<file path="src/rtl/sigdel_pkg.sv">
// Shared types and arithmetic helpers for the sigma-delta modulator.
// Helpers work on 64-bit values, so they are exact for widths up to 62 bits.
package sigdel_pkg;

    typedef enum logic [1:0] {
        StIdle,
        StRun,
        StRecover
    } sigdel_state_e;

    function automatic longint fs_pos(input int unsigned w);
        return (longint'(1) <<< (w - 1)) - longint'(1);
    endfunction

    function automatic longint fs_neg(input int unsigned w);
        return -(longint'(1) <<< (w - 1));
    endfunction

    function automatic longint sat_add(input longint a, input longint b, input int unsigned w);
        longint sum;
        sum = a + b;
        if (sum > fs_pos(w)) begin
            return fs_pos(w);
        end
        if (sum < fs_neg(w)) begin
            return fs_neg(w);
        end
        return sum;
    endfunction

endpackage

</file>
<file path="src/rtl/sigdel_integrator.sv">
// Saturating accumulator stage of the modulator loop: accumulates delta when
// advanced, holds otherwise, and clear forces it to zero.
module sigdel_integrator
    import sigdel_pkg::*;
#(
    parameter int unsigned WIDTH = 26
) (
    input  logic                    mod_clock,
    input  logic                    mod_reset_n,
    input  logic                    advance,
    input  logic                    clear,
    input  logic signed [WIDTH-1:0] delta,
    output logic signed [WIDTH-1:0] acc,
    output logic signed [WIDTH-1:0] acc_next
);

    logic signed [WIDTH-1:0] acc_q, acc_d, sum_sat;

    always_comb begin
        sum_sat = WIDTH'(sat_add(longint'(acc_q), longint'(delta), WIDTH));
        acc_d   = acc_q;
        if (clear) begin
            acc_d = '0;
        end else if (advance) begin
            acc_d = sum_sat;
        end
    end

    always_ff @(posedge mod_clock or negedge mod_reset_n) begin
        if (!mod_reset_n) begin
            acc_q <= '0;
        end else begin
            acc_q <= acc_d;
        end
    end

    assign acc      = acc_q;
    assign acc_next = sum_sat;

endmodule

</file>
<file path="src/rtl/second_order_sigdel.sv">
// First/second-order sigma-delta modulator with run-length overload detection
// and a timed integrator-clear recovery interval.
module second_order_sigdel
    import sigdel_pkg::*;
#(
    parameter int unsigned INPUT_BITWIDTH = 24,
    parameter int unsigned ORDER          = 2,
    parameter int unsigned OVLD_LIMIT     = 64,
    parameter int unsigned RECOVER_CYCLES = 16
) (
    input  logic                      mod_clock,
    input  logic                      mod_reset_n,
    input  logic                      enable,
    input  logic [INPUT_BITWIDTH-1:0] input_sig,
    output logic                      output_sig,
    output logic                      overload,
    output logic [7:0]                ovld_count
);

    localparam int unsigned W    = INPUT_BITWIDTH;
    localparam int unsigned W1   = W + 2;
    localparam int unsigned W2   = W + 4;
    localparam int unsigned RunW = $clog2(OVLD_LIMIT + 1);
    localparam int unsigned RecW = $clog2(RECOVER_CYCLES + 1);
    localparam logic signed [W-1:0] FullPos = W'(fs_pos(W));
    localparam logic signed [W-1:0] FullNeg = W'(fs_neg(W));

    sigdel_state_e        state_q, state_d;
    logic                 out_q, out_d;
    logic [RunW-1:0]      run_q, run_d;
    logic [RecW-1:0]      rec_q, rec_d;
    logic [7:0]           ovc_q, ovc_d;

    logic signed [W-1:0]  fb;
    logic signed [W1-1:0] delta1, int1, int1_next;
    logic signed [W2-1:0] int2, int2_next;
    logic                 advance, clear, new_bit, unused_acc;

    assign fb     = out_q ? FullPos : FullNeg;
    assign delta1 = W1'($signed(input_sig)) - W1'(fb);

    sigdel_integrator #(.WIDTH(W1)) u_int1 (
        .mod_clock   (mod_clock),
        .mod_reset_n (mod_reset_n),
        .advance     (advance),
        .clear       (clear),
        .delta       (delta1),
        .acc         (int1),
        .acc_next    (int1_next)
    );

    // The quantiser looks at the last integrator's next value so the loop has no
    // extra delay beyond the output register; an extra delay makes order 2 unstable.
    if (ORDER == 2) begin : g_int2
        logic signed [W2-1:0] delta2;
        assign delta2 = W2'(int1) - W2'(fb);

        sigdel_integrator #(.WIDTH(W2)) u_int2 (
            .mod_clock   (mod_clock),
            .mod_reset_n (mod_reset_n),
            .advance     (advance),
            .clear       (clear),
            .delta       (delta2),
            .acc         (int2),
            .acc_next    (int2_next)
        );
        assign new_bit = ~int2_next[W2-1];
    end else begin : g_no_int2
        assign int2      = '0;
        assign int2_next = '0;
        assign new_bit   = ~int1_next[W1-1];
    end

    assign unused_acc = ^{int1, int1_next, int2, int2_next};

    always_comb begin
        state_d = state_q;
        out_d   = out_q;
        run_d   = run_q;
        rec_d   = rec_q;
        ovc_d   = ovc_q;
        advance = 1'b0;
        clear   = 1'b0;
        case (state_q)
            StIdle, StRun: begin
                // Overload is checked before enable so it wins a same-cycle enable drop.
                if (state_q == StRun && run_q == RunW'(OVLD_LIMIT)) begin
                    state_d = StRecover;
                    clear   = 1'b1;
                    run_d   = '0;
                    rec_d   = '0;
                    if (ovc_q != 8'hff) begin
                        ovc_d = ovc_q + 8'd1;
                    end
                end else if (enable) begin
                    state_d = StRun;
                    advance = 1'b1;
                    out_d   = new_bit;
                    run_d   = (new_bit == out_q) ? run_q + RunW'(1) : RunW'(1);
                end else begin
                    state_d = StIdle;
                end
            end
            StRecover: begin
                clear = 1'b1;
                out_d = ~out_q;
                if (rec_q == RecW'(RECOVER_CYCLES - 1)) begin
                    rec_d   = '0;
                    state_d = enable ? StRun : StIdle;
                end else begin
                    rec_d = rec_q + RecW'(1);
                end
            end
            default: state_d = StIdle;
        endcase
    end

    always_ff @(posedge mod_clock or negedge mod_reset_n) begin
        if (!mod_reset_n) begin
            state_q <= StIdle;
            out_q   <= 1'b0;
            run_q   <= '0;
            rec_q   <= '0;
            ovc_q   <= '0;
        end else begin
            state_q <= state_d;
            out_q   <= out_d;
            run_q   <= run_d;
            rec_q   <= rec_d;
            ovc_q   <= ovc_d;
        end
    end

    assign output_sig = out_q;
    assign overload   = (state_q == StRecover);
    assign ovld_count = ovc_q;

endmodule

</file>
<file path="config.mk">
export PLATFORM = sky130hd
export DESIGN_NAME = second_order_sigdel
export DESIGN_NICKNAME = d
export VERILOG_FILES = /design/src/rtl/sigdel_pkg.sv /design/src/rtl/sigdel_integrator.sv /design/src/rtl/second_order_sigdel.sv
export SDC_FILE = /design/constraint.sdc
export NUM_CORES = 1
export LEC_CHECK = 0
export ABC_AREA = 0
export CAP_MARGIN = 20
export CORE_UTILIZATION = 41
export CTS_BUF_LIST = sky130_fd_sc_hd__clkbuf_16
export DETAILED_ROUTE_END_ITERATION = 10
export GPL_TIMING_DRIVEN = 1
export PLACE_DENSITY = 0.56
export SYNTH_ARGS = -nofsm -noshare
export SYNTH_HDL_FRONTEND = slang
export SYNTH_HIERARCHICAL = 1
export SYNTH_SLANG_ARGS = --single-unit
</file>
<file path="constraint.sdc">
create_clock -name mod_clock -period 6.4 [get_ports mod_clock]
set_input_delay 1.28 -clock mod_clock [delete_from_list [all_inputs] [get_ports mod_clock]]
set_output_delay 1.28 -clock mod_clock [all_outputs]
set_load 0.05 [all_outputs]
</file>
==> summary.md, run 1 <==
| Metric | Value |
|---|---|
| Worst-Skew Late Latency | `0.35 ns` |
| Critical path required time | `6.65 ns` |
| Arrival @ worst endpoint | `6.29 ns` |
| Die width | `153 um` |
| Hold violation total from the final report | `0` |
| Critical path capture point | `u_int1/acc[22]` |
| First element of the critical path | `input_sig[0]` |
| Count of cells resized by post-cts repair | `0` |
| Setup repair after global routing missed its margin | `false` |
| Cell chosen for the clock root | `sky130_fd_sc_hd__clkbuf_16` |
| Area Overhead vs Synth | `10.2%` |
| Routed via count | `8,314` |
| Maximum clock insertion buffer count | `2` |
| Starting DRC count in detailed routing | `401` |
| Critical path endpoint category | `flip-flop` |
| Total count of max-transition violations in the final report | `0` |
| Final Critical Period | `6.03 ns` |
| Wire length of the first global-routing pass | `39.0 mm` |
| Detailed Routing Iterations Pass 1 | `5` |
| Number of nets in the synthesized netlist | `1,294` |
| Gate count of the mapped netlist | `1,155` |
| Routed length per instance | `15.7 um` |
| Floorplan core area | `22,600 um2` |
| Starting utilization of the core area | `41.6%` |
| Floorplan die height | `153 um` |
| Critical register-to-register path startpoint | `output_sig` |
| Total Die Area | `23,500 um2` |
| CTS sink count | `77` |
| Number of buffers created by CTS | `9` |
| Kind of path behind the tightest hold check | `flip-flop to flip-flop` |
| Share of layout cells above drive strength 1 | `10.7%` |
| # DRC | `0` |
| Total half-perimeter wirelength after legalization and detailed placement | `17.9 mm` |
| Setup TNS | `0 ns` |
| Crit Reg-Reg Endpoint | `g_int2.u_int2/acc[19]` |
| Diode count | `0` |
| All-Layer GR Usage | `20.2%` |
| Number of top-level design ports | `37` |
| Average via count per standard cell | `5.66` |
| Maximum net fanout on the critical path | `24` |
| Max-Slew Margin vs Limit | `28.8%` |
| Via count of the first global-routing pass | `8,116` |
| Top achievable clock speed | `166 MHz` |
| Final Setup Violations | `0` |
| Core Util, Final | `45.9%` |
| Category of the most critical setup path | `input port to flip-flop` |
| Final GP Congestion | `0.888` |
| Post-CTS Hold Fix Bufs | `0` |
| Post-route ant nets | `0` |
| Syn Std Cell Area | `9400 um2` |
| Total routed wirelength | `23.0 mm` |
| Final worst path period share | `94.3%` |
| Number of placement rows | `55` |
| Worst Slack Setup Final | `0.368 ns` |
| CTS tree | `yes` |
| Place WS | `-0.0170 ns` |
| Cell count of the worst reg-to-reg path | `21` |
| Clock tree skew after final layout | `0.00696 ns` |
| Run status | `finished, final reports clean` |
| Number of H-tree branching levels | `3` |
| Maximum number of pins on one net before global-route repair | `78` |
| Mean instance size in the synthesized netlist | `8.14 um2` |
| Global route total overflow | `0` |
| Number of maximum-capacitance violations | `0` |
| Total number of yosys warnings | `6` |
| Number of antenna violations at the first check in global routing | `0` |
| Fill cell count | `2,295` |
| Minimum setup slack among reg-to-reg paths | `0.84 ns` |
| Kind of launch point of the worst setup path | `input port` |
| Buffers added on ports | `36` |
| Post-layout nets | `1,318` |
| Clock transition at the register clock pins on the worst setup and hold paths after CTS | `0.07 ns` |
| Post-CTS setup-driven buffer insertion count | `0` |
| Slew at the pin with the worst max-slew slack | `1.06 ns` |
==> how the worst min path moves through the flow <==
stage | cells past startpoint | endpoint | from | slack [ns]
floorplan | 1 | run_q[6] | run_q[6] | 0.44
global placement | 1 | run_q[6] | run_q[6] | 0.47
detailed placement | 1 | run_q[6] | run_q[6] | 0.47
CTS | 1 | run_q[6] | run_q[6] | 0.49
global route | 1 | run_q[6] | run_q[6] | 0.50
finish | 1 | run_q[6] | run_q[6] | 0.49
==> registers in the layout, indices dropped and copies added, names as in the netlist <==
name,count
u_int1/acc,26
run_q,7
ovld_count,8
rec_q,5
state_q,2
output_sig,1
g_int2.u_int2/acc,28
==> metrics by stage <==
| step | cell area, um2 | std cells | hold slack (ns) |
|---|---|---|---|
| after detailed placement | 10100 | 1452 | 0.474 |
| after global placement | 10100 | 1452 | 0.473 |
| after CTS | 10300 | 1468 | 0.487 |
| after floorplan | 9400 | 1155 | 0.437 |
| final | 10400 | 1469 | 0.486 |
| after global routing | 10400 | 1469 | 0.503 |
==> metal layers <==
layer,wire [um],vias to the layer above,track usage (%)
met4,614,0,8.10
li1,-,4285,-
met1,11200,3865,26.6
met2,10700,129,33.8
met3,567,35,1.98
met5,0,-,0
==> placed cells by master, fill, tap and decap left out, types with 16 or more instances in the layout <==
cell type                         count
sky130_fd_sc_hd__and2_1              16
sky130_fd_sc_hd__nor2_1             110
sky130_fd_sc_hd__nand3_1             34
sky130_fd_sc_hd__o21ai_0             63
sky130_fd_sc_hd__buf_4               28
sky130_fd_sc_hd__nand2_1            127
sky130_fd_sc_hd__dfrtp_1             77
sky130_fd_sc_hd__xnor2_1             62
sky130_fd_sc_hd__a21o_1              25
sky130_fd_sc_hd__xor2_1              31
sky130_fd_sc_hd__a21oi_1            108
sky130_fd_sc_hd__clkdlybuf4s50_1     35
sky130_fd_sc_hd__inv_1               39
sky130_fd_sc_hd__a211oi_2            42
sky130_fd_sc_hd__ha_1               108
sky130_fd_sc_hd__nand4_1             22
sky130_fd_sc_hd__nor2b_1             16
sky130_fd_sc_hd__a211oi_1            21
==> final cells by class <==
type	instances	area [um2]	area share (%)
Inverter	40	150	1.45
Multi-Input combinational cell	984	7000	67.6
Sequential cell	77	1930	18.6
Clock buffer	9	225	2.17
Timing Repair Buffer	67	641	6.19
Clock inverter	7	57.6	0.556
Tap cell	285	357	3.44
==> critical path, cell delays in order <==
cell and delay (ns):
sky130_fd_sc_hd__clkdlybuf4s50_1 0.45, sky130_fd_sc_hd__inv_1 0.04, sky130_fd_sc_hd__ha_1 0.22, sky130_fd_sc_hd__fa_1 0.39
sky130_fd_sc_hd__nor2b_1 0.17, sky130_fd_sc_hd__o2111ai_1 0.15, sky130_fd_sc_hd__a311oi_1 0.30, sky130_fd_sc_hd__buf_4 0.17
sky130_fd_sc_hd__o2111ai_1 0.20, sky130_fd_sc_hd__a211oi_1 0.34, sky130_fd_sc_hd__or3_1 0.18, sky130_fd_sc_hd__xor2_1 0.16
sky130_fd_sc_hd__ha_1 0.26, sky130_fd_sc_hd__a21oi_1 0.15, sky130_fd_sc_hd__o21ai_1 0.12, sky130_fd_sc_hd__or4_4 0.54
sky130_fd_sc_hd__a211oi_2 0.24, sky130_fd_sc_hd__o31ai_2 0.12, sky130_fd_sc_hd__mux2i_4 0.20, sky130_fd_sc_hd__and2_1 0.19
sky130_fd_sc_hd__buf_12 0.17, sky130_fd_sc_hd__a211oi_1 0.25
Power of run 1 is not shown: default switching activity piles up to over one toggle a cycle in this logic, so the estimate is an artifact.
==> inputs of run 2 (changes only) <==
--- a/config.mk
+++ b/config.mk
@@ -6,6 +6,7 @@
 export NUM_CORES = 1
 export LEC_CHECK = 0
 export ABC_AREA = 0
+export ABC_CLOCK_PERIOD_IN_PS = 6400
 export CAP_MARGIN = 20
 export CORE_UTILIZATION = 41
 export CTS_BUF_LIST = sky130_fd_sc_hd__clkbuf_16
==> results of run 2 <==
The final DEF is identical to that of run 1; final timing and power are the same.
Power of run 2 is left out for the same reason.
